--- src/rtl/cdc_pkg.sv ---
// cdc_pkg: shared handshake state type and default sizes for the CDC handshake transmitter
package cdc_pkg;
  typedef enum logic [1:0] {IDLE, REQ, RELEASE} hs_state_t;
  localparam int DEFAULT_WIDTH = 16;
  localparam int DEFAULT_SYNC_STAGES = 2;
endpackage

--- src/rtl/cdc_handshake_tx_sync_ff_chain.sv ---
// sync_ff_chain: 1-bit STAGES-deep synchronizer chain (clk, reset, d -> q), sync active-high reset to 0
module sync_ff_chain #(
  parameter int STAGES = 2
) (
  input  logic clk,
  input  logic reset,
  input  logic d,
  output logic q
);
  logic [STAGES-1:0] s;
  always_ff @(posedge clk)
    s <= reset ? '0 : {s[STAGES-2:0], d};
  assign q = s[STAGES-1];
endmodule

--- src/rtl/cdc_handshake_tx.sv ---
// cdc_handshake_tx: four-phase req/ack CDC transmitter; ports clk, reset, data_in/valid_in/ready, tx_data/tx_req/tx_ack, done, timeout_err (only when CDC_TIMEOUT_EN is defined)
module cdc_handshake_tx
  import cdc_pkg::*;
#(
  parameter int WIDTH = DEFAULT_WIDTH,
  parameter int SYNC_STAGES = DEFAULT_SYNC_STAGES
`ifdef CDC_TIMEOUT_EN
  , parameter int TIMEOUT_CYCLES = 1000
`endif
) (
  input  logic             clk,
  input  logic             reset,
  input  logic [WIDTH-1:0] data_in,
  input  logic             valid_in,
  output logic             ready,
  output logic [WIDTH-1:0] tx_data,
  output logic             tx_req,
  input  logic             tx_ack,
  output logic             done
`ifdef CDC_TIMEOUT_EN
  , output logic           timeout_err
`endif
);
  localparam int SS = (SYNC_STAGES < 2) ? 2 : SYNC_STAGES;
  hs_state_t state;
  logic ack_sync;
  logic expired;
  sync_ff_chain #(.STAGES(SS)) u_ack_sync (
    .clk(clk),
    .reset(reset),
    .d(tx_ack),
    .q(ack_sync)
  );
  assign ready = (state == IDLE) && !ack_sync;
`ifdef CDC_TIMEOUT_EN
  localparam int CW = $clog2(TIMEOUT_CYCLES + 1);
  logic [CW-1:0] cnt;
  assign expired = cnt == CW'(TIMEOUT_CYCLES - 1);
  // counter restarts whenever a phase is entered: held at 0 in IDLE and on the REQ->RELEASE step
  always_ff @(posedge clk)
    if (reset) begin
      cnt <= '0;
      timeout_err <= 1'b0;
    end else begin
      cnt <= (state == IDLE || (state == REQ && ack_sync) || expired) ? '0 : cnt + 1'b1;
      timeout_err <= expired && ((state == REQ && !ack_sync) || (state == RELEASE && ack_sync));
    end
`else
  assign expired = 1'b0;
`endif
  always_ff @(posedge clk)
    if (reset) begin
      state <= IDLE;
      tx_req <= 1'b0;
      tx_data <= '0;
      done <= 1'b0;
    end else begin
      done <= 1'b0;
      case (state)
        IDLE:
          if (valid_in && ready) begin
            tx_data <= data_in;
            tx_req <= 1'b1;
            state <= REQ;
          end
        REQ:
          if (ack_sync || expired) begin
            tx_req <= 1'b0;
            state <= ack_sync ? RELEASE : IDLE;
          end
        RELEASE:
          if (!ack_sync) begin
            done <= 1'b1;
            state <= IDLE;
          end else if (expired) state <= IDLE;
        default: state <= IDLE;
      endcase
    end
endmodule

--- config.mk ---
export PLATFORM = sky130hd
export DESIGN_NAME = cdc_handshake_tx
export DESIGN_NICKNAME = d
export VERILOG_FILES = /design/src/rtl/cdc_pkg.sv /design/src/rtl/cdc_handshake_tx_sync_ff_chain.sv /design/src/rtl/cdc_handshake_tx.sv
export SDC_FILE = /design/constraint.sdc
export NUM_CORES = 1
export LEC_CHECK = 0
export CAP_MARGIN = 15
export CORE_MARGIN = 2
export CORE_UTILIZATION = 41
export CTS_CLUSTER_SIZE = 8
export DETAILED_ROUTE_END_ITERATION = 10
export GPL_ROUTABILITY_DRIVEN = 0
export PLACE_DENSITY = 0.84
export SLEW_MARGIN = 20
export SYNTH_ARGS = -nofsm -noshare
export SYNTH_HDL_FRONTEND = slang
export SYNTH_SLANG_ARGS = --single-unit
--- constraint.sdc ---
create_clock -name clk -period 1.3 [get_ports clk]
set_input_delay 0.13 -clock clk [delete_from_list [all_inputs] [get_ports clk]]
set_output_delay 0.13 -clock clk [all_outputs]
set_load 0.1 [all_outputs]
# Word level (Yosys, flattened, before mapping)

Index checks and enable logic that the tools add are counted.

Register bits: 22
Input bits: 20
Output and inout bits: 19
Word-level logic and storage cells: 28

Equal/unequal tests: 5
Muxes and demuxes: 8
Bitwise gates (word level): 1
Reduce and logical (&&, ||, !) cells: 9

Operator list:

| kind                                                   | count |
|---|---|
| 2-to-1 mux 2 bit                                       | 3 |
| case mux 2 bit (3 select lines)                        | 1 |
| AND reduction 3 bit                                    | 2 |
| inequality test 2 x 1 -> 1 bit (second input constant) | 2 |
| 2-to-1 mux 1 bit                                       | 3 |
| == test 2 x 1 -> 1 bit (second input constant)         | 1 |
| == test 2 bit (second input constant)                  | 1 |
| logical AND 1 bit                                      | 2 |
| logical NOT 2 bit                                      | 1 |
| inequality test 2 bit (second input constant)          | 1 |
| case mux 1 bit (2 select lines)                        | 1 |
| AND reduction 2 bit                                    | 1 |
| nonzero test 2 bit                                     | 1 |
| OR reduction 2 bit                                     | 1 |
| logical NOT 1 bit                                      | 1 |
| inverter 1 bit                                         | 1 |

# Longest topological paths before layout

Gate-level depths: netlist of run 1.

Depth after elaboration: 5
Depth in mapped cells: 4
Gate-level depth less buffers: 2

# By module

Synthesis of run 1 repeated with hierarchy kept, for this count alone.

Cells, all modules: 89
Area, all modules: 965.9 um2

By module, submodules not included:

| module           | instances | cells each | area an instance (um2) | seq. area each (um2) |
|---|---|---|---|---|
| cdc_handshake_tx | 1         | 85         | 913.4                  | 400.4 |
| sync_ff_chain    | 1         | 4          | 52.6                   | 40.0 |

# Least setup slack after synthesis of run 1

No wires, ideal clock.

Path type: reg-to-output
Start: register state[0]
End: output port ready
Data arrival time: 2.437 ns
Data required time: 1.170 ns
Slack: -1.267 ns
Stages on the path, launching flop included: 2
Buffers on the path: 0
Cell sequence: dfxtp_1 nor3_1

Cells in the longest elaborated chain, start to end: 2

Ends and longest elaborated chain:

| item                   | line                   | RTL |
|---|---|---|
| from (decl)            | cdc_handshake_tx.sv:25 | `hs_state_t state;` |
| from (signal assigned) | cdc_handshake_tx.sv:69 | `state <= ack_sync ? RELEASE : IDLE;` |
| logical NOT 2 bit      | cdc_handshake_tx.sv:34 | `assign ready = (state == IDLE) && !ack_sync;` |
| logical AND 1 bit      | cdc_handshake_tx.sv:34 |  |
| to (decl)              | cdc_handshake_tx.sv:15 | `output logic ready,` |

No other way between the ends.

# Worst setup path after layout of run 1

Start: register state[1]
End: register tx_data[8]

Cells in the longest elaborated chain, start to end: 4

Ends and longest elaborated chain:

| item                              | line                                           | RTL |
|---|---|---|
| logical NOT 2 bit (*)             | cdc_handshake_tx.sv:34, cdc_handshake_tx.sv:59 |  |
| logical AND 1 bit                 | cdc_handshake_tx.sv:34                         |  |
| logical AND 1 bit                 | cdc_handshake_tx.sv:61                         | `if (valid_in && ready) begin` |
| AND reduction 2 bit (no line) (*) | -                                              |  |
| to (signal assigned)              | cdc_handshake_tx.sv:62                         | `tx_data <= data_in;` |
| to (decl)                         | cdc_handshake_tx.sv:16                         | `output logic [WIDTH-1:0] tx_data,` |

Mark *: on every way between the ends. The rest lies on a longest branch, timed or not.
A chain may end at the register's enable or synchronous reset.

==> flow_summary_export.csv, run 1 <==
group,metric,value,unit
logic_synthesis,ys_seq_area_share,46.4,%
floorplan,rows,17,
grt,grt_pass1_wl,3240,um
timing,grt_setup_unrepaired,"yes",
cells_and_area,nets,158,
placed_design,port_buffers,38,
pwr,max-vdd-ir-drop,0.782,mV
logic_synthesis,synth_seq_cells,22,
cells_and_area,final_util,76.9,%
route,drc_errors,0,
logic_synthesis,ys_top_cells_by_area,"dfxtp_1 (46%), nand2b_1 (21%), mux2i_1 (17%)",
setup_path,critPathRequiredTime,1540,ps
timing,finClkSkew,6.91,ps
grt,grt_max_degree,39,
logic_synthesis,synth.cell_area,950,sq um
logic_synthesis,synthTopCellsByCount,"nand2b_1 (32), dfxtp_1 (22), mux2i_1 (16)",
timing,hold_viol_final,0,
setup_path,worstRegToRegCells,4,
floorplan,die-height,52.1,um
cts,clkLatencyLatePin,310,ps
timing,fin_ws,-14.2,ps
floorplan,dieArea,2720,sq um
logic_synthesis,synth.avg_cell_area,10.6,sq um
route,dr.pass1.iters,4,
cts,cts_inserted_buffers,3,
cts,htreeDepth,1,
floorplan,start_util,43.3,%
floorplan,coreArea,2190,sq um
job,max_cap_violations,0,
route,ant_nets,0,
pwr,total_power,1.74,mW
timing,drv_slew,0,
placed_design,dp_slack,-167,ps
cells_and_area,area_delta_synth_final,77.3,%
outcome,status,"finished with violations",
setup_path,worst-r2r-setup-slack,-10,ps
cells_and_area,num_antenna_cells,0,
placed_design,dp_hpwl,1520,um
logic_synthesis,yosysMostFrequentCell,"nand2b_1",
logic_synthesis,synth_cells,90,
logic_synthesis,yosysWarnings,0,
logic_synthesis,synth_nets,110,
setup_path,worstReg2RegEnd,"tx_data[8]$_SDFFE_PP0P_",
logic_synthesis,yosysTopAreaCell,"dfxtp_1",
route,drt_iter0_drc,5,
setup_path,worst-setup-path-type,"reg -> reg",
setup_path,worst_setup_path_start_kind,"flop",
route,post_drt_via_cell_ratio,4.62,
setup_path,crit_path_start,"state[1]$_SDFFE_PP0P_",
cts,cts_tree,"yes",
setup_path,crit_end,"tx_data[8]$_SDFFE_PP0P_",
timing,finalSetupViolations,2,
cts,cts.sinks,22,
grt,gr-total-overflow,0,
logic_synthesis,synth_top_area_share,46.4,%
route,vias,757,
setup_path,cp-end-kind,"flop",
placed_design,placed_cell_area,1600,sq um
pwr,power.density,1040,nW/um^2
cts,cts_buffer_depth,2,
setup_path,cp.arrival,1560,ps
outcome,violations,"setup timing",
grt,grt_pass1_vias,758,
route,wl_per_cell,12.4,um
min_path,hp-class,"in -> reg",
cells_and_area,layout-drive-gt1-share,30.1,%
timing,slew_headroom,81.2,%
cells_and_area,final_area,1680,sq um
timing,min_period,1310,ps
setup_path,worstPathMaxFanout,8,
logic_synthesis,async_reset_ff_share,0,%
logic_synthesis,synth_edf_count,0,
timing,hold_ws,378,ps
logic_synthesis,yosysUniqueCellTypes,18,
pwr,power.leakage,0.671,nW
timing,finalCritPeriodShare,101,%
route,routed_wl,2040,um
grt,antenna_found_initial,0,
timing,fmax,761,MHz
floorplan,die_x,52.1,um
timing,worst_pin_slew,281,ps
logic_synthesis,ys.flop_type,"dfxtp_1",
setup_path,reg2reg_from,"state[1]$_SDFFE_PP0P_",
cts,clk_pin_slew,120,ps
floorplan,ioPinCount,39,
grt,grt_usage,16.6,%
cts,cts_root_buf,"clkbuf_4",
power breakdown:
part           internal [mW]  switching, mW
clock                  0.108          0.196
combinational          0.294          0.387
sequential             0.716         0.0437
total                   1.12          0.627
repair_timing:
action                                  4_1_cts  5_1_grt
endpoints found under the setup margin        1       17
hold buffers                                  0        0
setup buffers                                 3        2
gates resized for setup                       4        5
pin swaps                                     1        2
worst max-delay path, stage by stage, from the launching register on:
cell and delay (ps):
dfxtp_4 370, buf_6 120, nor4b_4 330, buf_6 210, mux2i_2 220
area by class of cell:
type | instances | area, sq um
clock buffers | 3 | 22.5
multi-input cells | 61 | 492
well taps | 28 | 35.0
repair buffers | 49 | 684
flip-flops and latches | 22 | 447
inverters | 1 | 3.75
fillers | 145 | 507
sequential cells by signal (all words and copies together) (netlist names):
register and count:
u_ack_sync.s 2, tx_req 1, state 2, done 1, tx_data 16
worst min path at each step:
stage | start | endpoint | depth (start not counted)
2_1_floorplan | tx_ack | u_ack_sync.s[0]$_SDFF_PP0_ | 1
3_3_place_gp | u_ack_sync.s[0]$_SDFF_PP0_ | u_ack_sync.s[1]$_SDFF_PP0_ | 1
3_5_place_dp | u_ack_sync.s[0]$_SDFF_PP0_ | u_ack_sync.s[1]$_SDFF_PP0_ | 1
5_1_grt | data_in[1] | tx_data[1]$_SDFFE_PP0P_ | 3
6_report | data_in[6] | tx_data[6]$_SDFFE_PP0P_ | 3
4_1_cts | data_in[6] | tx_data[6]$_SDFFE_PP0P_ | 3
layout by cell type (no fill, tap or decap):
| cell | count |
|---|---|
| clkdlybuf4s50_1 | 19 |
| mux2i_2 | 1 |
| buf_6 | 5 |
| dfxtp_2 | 2 |
| nor2_1 | 1 |
| nor4_1 | 1 |
| a2111oi_2 | 1 |
| nor3_4 | 1 |
| nor4b_4 | 1 |
| mux2i_1 | 15 |
| nand2b_1 | 32 |
| inv_1 | 1 |
| buf_12 | 20 |
| or3b_1 | 1 |
| dfxtp_1 | 19 |
| nor2b_1 | 3 |
| and3b_2 | 1 |
| clkbuf_4 | 3 |
| nor3b_1 | 1 |
| buf_4 | 5 |
| dfxtp_4 | 1 |
| nor4b_1 | 1 |
| xnor2_1 | 1 |
metal layers:
metal	share of wire (%)	vias up	track usage, %
met5	0	-	0
met4	1.9	0	9.21
met3	6.2	5	4.02
met2	53	23	29.1
met1	39	342	18.0
li1	-	387	-
through the flow:
step	instances	setup TNS [ps]
after floorplan	90	-19.1
after global placement	156	-883
after detailed placement	156	-1500
after CTS	162	-104
after global routing	164	-652
final	164	-27.2
kinds of logic after synthesis:
family / Yosys count / synth area share, %
buffers and inverters: 7 / 4.35
XOR/XNOR: 1 / 0.922
flip-flops: 22 / 46.4
AND/OR/NAND/NOR: 43 / 29.9
multiplexers: 16 / 16.9
AO/OA/AOI/OAI: 1 / 1.58
Power figures use the tool's default switching activity.
==> inputs of run 2 (changes only) <==
--- a/config.mk
+++ b/config.mk
@@ -6,12 +6,14 @@
 export NUM_CORES = 1
 export LEC_CHECK = 0
 export CAP_MARGIN = 15
+export CELL_PAD_IN_SITES_DETAIL_PLACEMENT = 0
+export CELL_PAD_IN_SITES_GLOBAL_PLACEMENT = 1
 export CORE_MARGIN = 2
-export CORE_UTILIZATION = 41
+export CORE_UTILIZATION = 31
 export CTS_CLUSTER_SIZE = 8
 export DETAILED_ROUTE_END_ITERATION = 10
 export GPL_ROUTABILITY_DRIVEN = 0
-export PLACE_DENSITY = 0.84
+export PLACE_DENSITY = 0.85
 export SLEW_MARGIN = 20
 export SYNTH_ARGS = -nofsm -noshare
 export SYNTH_HDL_FRONTEND = slang
==> run 2 against run 1 <==
  * Global-route usage shrank 3.5 points
  * Clock power grew 23%
  * The flow still finishes with violations (setup timing)
  * Clock skew shrank 5.1 ps
  * Largest power group unchanged
  * Non-clock buffer count is the same
  * Critical path depth shrank 1
  * Wire length grew 2.5%
  * First-iteration DRC count grew to 2.8 times the previous value
  * Combinational power grew 3%
  * Sequential power is essentially flat
==> flow_summary_export.csv, run 2 (synthesized netlist as in run 1, its figures left out) <==
group,metric,value,unit
cells_and_area,layout-drive-gt1-share,31.4,%
timing,min_period,1320,ps
route,post_drt_via_cell_ratio,4.45,
cells_and_area,largest_reg_flops,16,
timing,grt_setup_unrepaired,"yes",
cts,cts.sinks,22,
timing,slew_headroom,85.2,%
floorplan,start_util,31.9,%
cells_and_area,num_antenna_cells,0,
floorplan,coreArea,2980,sq um
cts,clkLatencyLatePin,300,ps
cts,clk_pin_slew,120,ps
cells_and_area,top_regs,"tx_data (16), state (2), u_ack_sync.s (2)",
route,wl_per_cell,12.3,um
placed_design,dp_slack,-184,ps
min_path,hp-class,"in -> reg",
setup_path,cp-end-kind,"output pin",
pwr,power.density,1050,nW/um^2
route,dr.pass1.iters,2,
grt,grt_pass1_vias,761,
cts,ctsHoldBuffers,0,
pwr,power.leakage,0.688,nW
job,max_cap_violations,0,
grt,grt_max_degree,39,
outcome,violations,"setup timing",
route,drt_iter0_drc,14,
placed_design,dp_hpwl,1520,um
cts,htreeDepth,1,
timing,fmax,758,MHz
timing,finClkSkew,1.84,ps
timing,fin_ws,-18.6,ps
floorplan,dieArea,3520,sq um
cts,cts_buffer_depth,2,
route,drc_errors,0,
cells_and_area,regMostFlops,"tx_data",
timing,finalCritPeriodShare,101,%
floorplan,rows,20,
cells_and_area,final_common_cell,"nand2b_1",
pwr,max-vdd-ir-drop,0.569,mV
cells_and_area,nets,158,
cells_and_area,area_delta_synth_final,83.4,%
grt,gr-total-overflow,0,
timing,drv_slew,0,
setup_path,critPathRequiredTime,1170,ps
placed_design,dp_cells,160,
timing,finalSetupTns,-18.6,ps
route,vias,757,
floorplan,die-height,59.4,um
cells_and_area,fillers,263,
cells_and_area,layoutNonFillerInstCount,170,
timing,finalSetupViolations,1,
grt,grt_usage,13.0,%
route,routed_wl,2090,um
grt,grt_pass1_wl,3440,um
setup_path,worst-setup-path-type,"reg -> out",
floorplan,die_x,59.4,um
cts,cts_inserted_buffers,3,
setup_path,cp.arrival,1190,ps
cts,cts_root_buf,"clkbuf_4",
setup_path,worstPathMaxFanout,2,
setup_path,worst_setup_path_start_kind,"flop",
placed_design,port_buffers,38,
timing,worst_pin_slew,220,ps
timing,hold_viol_final,0,
outcome,status,"finished with violations",
route,ant_nets,0,
cells_and_area,final_cell_mix,"nand2b_1 (32), buf_12 (21), clkdlybuf4s50_1 (19)",
cts,cts_tree,"yes",
grt,antenna_found_initial,0,
floorplan,ioPinCount,39,
## run 2: changes by cell type in the layout (fill, tap and decap cells not counted)
cell,previous run,this run
buf_6,5,3
a2111oi_2,1,0
a2111oi_4,0,1
buf_12,20,21
clkbuf_16,0,1
clkbuf_8,0,1
dfxtp_1,19,18
dfxtp_4,1,2
mux2i_1,15,16
mux2i_2,1,0
or3b_1,1,0
or3b_4,0,1
## run 2: critical path: stages (launching register included)
cell and delay (ps):
dfxtp_4 370, buf_6 110, nor3_4 210, buf_12 200
## run 2: final timing paths
kind / startpoint / end / slack [ps] / cells after the start
worst max-delay path: u_ack_sync.s[1]$_SDFF_PP0_ / ready / -20 / 3
worst max register to register: state[1]$_SDFFE_PP0P_ / tx_data[9]$_SDFFE_PP0P_ / 0 / 5
worst min-delay path: data_in[7] / tx_data[7]$_SDFFE_PP0P_ / 380 / 3
worst min register to register: u_ack_sync.s[0]$_SDFF_PP0_ / u_ack_sync.s[1]$_SDFF_PP0_ / 450 / 1
## run 2: where the power goes
part	leakage (nW)	total (mW)	internal [mW]	switching, mW
clock network	0.0210	0.376	0.171	0.205
registers	0.183	0.757	0.715	0.0425
logic	0.484	0.698	0.306	0.392
## run 2: per-layer routing
metal | global-route usage, % | part of all wire (%)
met2 | 22.4 | 54
met3 | 2.62 | 4.9
met4 | 7.79 | 1.3
met5 | 0 | 0
met1 | 14.7 | 40
## run 2: layout make-up
cell class,instances,area (sq um),share of cell area [%]
well taps,33,41.3,2.37
multi-input cells,61,503,28.9
repair buffers,49,707,40.6
flip-flops and latches,22,450,25.9
clock buffers,4,36.3,2.08
inverters,1,3.75,0.216
## run 2: timing repair
action,CTS,global route
buffers inserted,4,1
endpoints found under the setup margin,1,18
pin swaps,1,2
gates resized for setup,10,0
hold endpoints to repair,0,0
gates cloned,0,1
## run 2: per-stage QoR
step / total power, mW / utilization, % / hold WS (ps) / area (sq um)
floorplan: 1.17 / - / 258 / 962
global placement: 1.44 / 54.0 / 426 / 1610
detailed placement: 1.45 / 54.0 / 431 / 1610
CTS: 1.84 / 57.4 / 373 / 1710
global route: 1.91 / 58.5 / 371 / 1740
finish: 1.83 / 58.5 / 383 / 1740
==> inputs of run 3 (changes only) <==
--- a/config.mk
+++ b/config.mk
@@ -6,14 +6,12 @@
 export NUM_CORES = 1
 export LEC_CHECK = 0
 export CAP_MARGIN = 15
-export CELL_PAD_IN_SITES_DETAIL_PLACEMENT = 0
-export CELL_PAD_IN_SITES_GLOBAL_PLACEMENT = 1
 export CORE_MARGIN = 2
-export CORE_UTILIZATION = 31
+export CORE_UTILIZATION = 41
 export CTS_CLUSTER_SIZE = 8
 export DETAILED_ROUTE_END_ITERATION = 10
 export GPL_ROUTABILITY_DRIVEN = 0
-export PLACE_DENSITY = 0.85
+export PLACE_DENSITY = 0.77
 export SLEW_MARGIN = 20
 export SYNTH_ARGS = -nofsm -noshare
 export SYNTH_HDL_FRONTEND = slang
==> run 3 against run 2 <==
  * The run still ends with setup timing left
  * Design area is 0.22% lower
  * Flip-flop and latch count stayed put
  * Sequential share of layout area is 0.056 points higher
  * Core utilization is 21 points higher
  * Via count is 2.5% higher
  * Clock-buffer cell count is 1 lower
  * Non-clock buffer count is 1 lower
  * Sequential power is 0.5% higher
  * Critical endpoint unchanged
  * Largest power group unchanged
  * Highest routed layer unchanged
==> flow_summary_export.csv, run 3 (synthesized netlist as in run 1, its figures left out) <==
group,metric,value,unit
outcome,violations,"setup timing",
grt,antenna_found_initial,0,
pwr,seqPwrFrac,38.7,%
pwr,p_switching,0.645,mW
min_path,hp-class,"in -> reg",
cells_and_area,area_delta_synth_final,83.0,%
floorplan,ioPinCount,39,
pwr,power.density,1130,nW/um^2
setup_path,worst-path-buf-inv,2,
cells_and_area,nets,157,
timing,min_period,1320,ps
floorplan,rows,17,
timing,grt_setup_unrepaired,"yes",
setup_path,slowest_delay,380,ps
cells_and_area,num_antenna_cells,0,
cts,clk_pin_slew,130,ps
route,post_drt_via_cell_ratio,4.73,
cts,cts_tree,"yes",
timing,finalSetupViolations,2,
setup_path,path_delay_family,"flip-flops",
cells_and_area,fillers,150,
grt,grt_usage,18.4,%
floorplan,die_x,52.1,um
cells_and_area,top_regs,"tx_data (16), state (2), u_ack_sync.s (2)",
outcome,status,"finished with violations",
timing,slew_headroom,77.8,%
pwr,intPower,1.32,mW
grt,grt_pass1_wl,3510,um
cells_and_area,final_common_cell,"nand2b_1",
cts,cts_buffer_depth,2,
timing,hold_viol_final,0,
floorplan,die-height,52.1,um
grt,grt_max_degree,39,
placed_design,dp_cells,156,
timing,finalSetupTns,-36.0,ps
floorplan,dieArea,2720,sq um
cts,clkLatencyLatePin,310,ps
cts,ctsHoldBuffers,0,
setup_path,cp.depth,3,
route,ant_nets,0,
cts,htreeDepth,1,
cells_and_area,regMostFlops,"tx_data",
floorplan,coreArea,2190,sq um
placed_design,placed_cell_area,1600,sq um
timing,finClkSkew,8.63,ps
cells_and_area,final_area,1740,sq um
setup_path,cp-end-kind,"output pin",
grt,grt_pass1_vias,801,
min_path,hold_path_depth,3,
cells_and_area,final_cell_mix,"nand2b_1 (32), buf_12 (21), clkdlybuf4s50_1 (19)",
timing,worst_pin_slew,332,ps
cts,cts.sinks,22,
placed_design,port_buffers,38,
setup_path,worstRegToRegCells,3,
route,drc_errors,0,
pwr,switching_share,32.8,%
setup_path,path_cells,"buf_6 > nor3_4 > buf_12",
timing,fin_ws,-20.3,ps
cells_and_area,layoutNonFillerInstCount,164,
pwr,pwr-share-comb,34.9,%
cells_and_area,largest_reg_flops,16,
cts,cts_inserted_buffers,3,
setup_path,worst_setup_path_start_kind,"flop",
timing,fmax,757,MHz
route,drt_iter0_drc,3,
placed_design,dp_hpwl,1540,um
setup_path,worst-r2r-setup-slack,-20,ps
timing,finalCritPeriodShare,102,%
route,dr.pass1.iters,4,
setup_path,worstPathMaxFanout,3,
route,wl_per_cell,13.6,um
floorplan,start_util,43.3,%
cells_and_area,layout-drive-gt1-share,30.9,%
pwr,max-vdd-ir-drop,0.815,mV
route,routed_wl,2230,um
pwr,power.leakage,0.685,nW
job,max_cap_violations,0,
timing,drv_slew,0,
setup_path,cp.arrival,1190,ps
setup_path,worst-setup-path-type,"reg -> out",
cts,cts_root_buf,"clkbuf_4",
setup_path,critPathRequiredTime,1170,ps
setup_path,slowest_stage,"dfxtp_4",
route,vias,776,
pwr,clkPwrFrac,26.5,%
grt,gr-total-overflow,0,
[run 3: cell types whose count changed in the layout (fill, tap and decap cells not counted)]
cell       delta
buf_4         -3
buf_6         +3
bufinv_16     +1
clkbuf_16     -1
clkbuf_8      -1
[run 3: area by class of cell]
class / count / area, sq um / area share, %
repair buffers: 48 / 693 / 39.9
multi-input cells: 61 / 503 / 28.9
flip-flops and latches: 22 / 450 / 25.9
well taps: 28 / 35.0 / 2.02
clock inverters: 1 / 30.0 / 1.73
clock buffers: 3 / 22.5 / 1.30
inverters: 1 / 3.75 / 0.216
[run 3: per-layer routing]
layer	wire, um	vias up	GRT usage (%)
met4	55	0	14.9
met1	901	358	21.4
li1	-	386	-
met3	171	4	6.32
met5	0	-	0
met2	1110	28	27.2
[run 3: power groups by stage]
| stage | Clock [mW] | Sequential (mW) | Combinational (mW) |
|---|---|---|---|
| 2_1_floorplan | 0 | 1.02 | 0.147 |
| 3_3_place_gp | 0 | 0.775 | 0.655 |
| 3_5_place_dp | 0 | 0.778 | 0.665 |
| 4_1_cts | 0.536 | 0.762 | 0.677 |
| 5_1_grt | 0.567 | 0.767 | 0.714 |
| 6_report | 0.521 | 0.761 | 0.687 |
[run 3: path summary, 6_finish.rpt]
| kind | endpoint | startpoint |
|---|---|---|
| worst min-delay path | tx_data[3]$_SDFFE_PP0P_ | data_in[3] |
| worst max register to register | tx_req$_SDFFE_PP0P_ | state[1]$_SDFFE_PP0P_ |
| worst min register to register | u_ack_sync.s[1]$_SDFF_PP0_ | u_ack_sync.s[0]$_SDFF_PP0_ |
| worst max-delay path | ready | state[1]$_SDFFE_PP0P_ |
[run 3: repair_timing]
item | in CTS | in global routing
setup buffers | 2 | 1
endpoints found under the setup margin | 1 | 12
pin swaps | 3 | 2
gates cloned | 0 | 1
resized for setup | 11 | 3
[run 3: through the flow]
step | setup slack (ps) | hold WS [ps] | utilization [%] | total power [mW]
after global routing | -97.0 | 359 | 79.3 | 2.05
final | -20.3 | 374 | 79.3 | 1.97
after floorplan | -19.1 | 258 | - | 1.17
after CTS | -34.6 | 365 | 78.0 | 1.97
after global placement | -124 | 421 | 72.9 | 1.43
after detailed placement | -171 | 420 | 72.9 | 1.44
[run 3: worst reg2reg max path, stage by stage (launching register included)]
cell and delay, ps:
dfxtp_4 380, buf_12 120, or3b_4 380, a2111oi_4 340
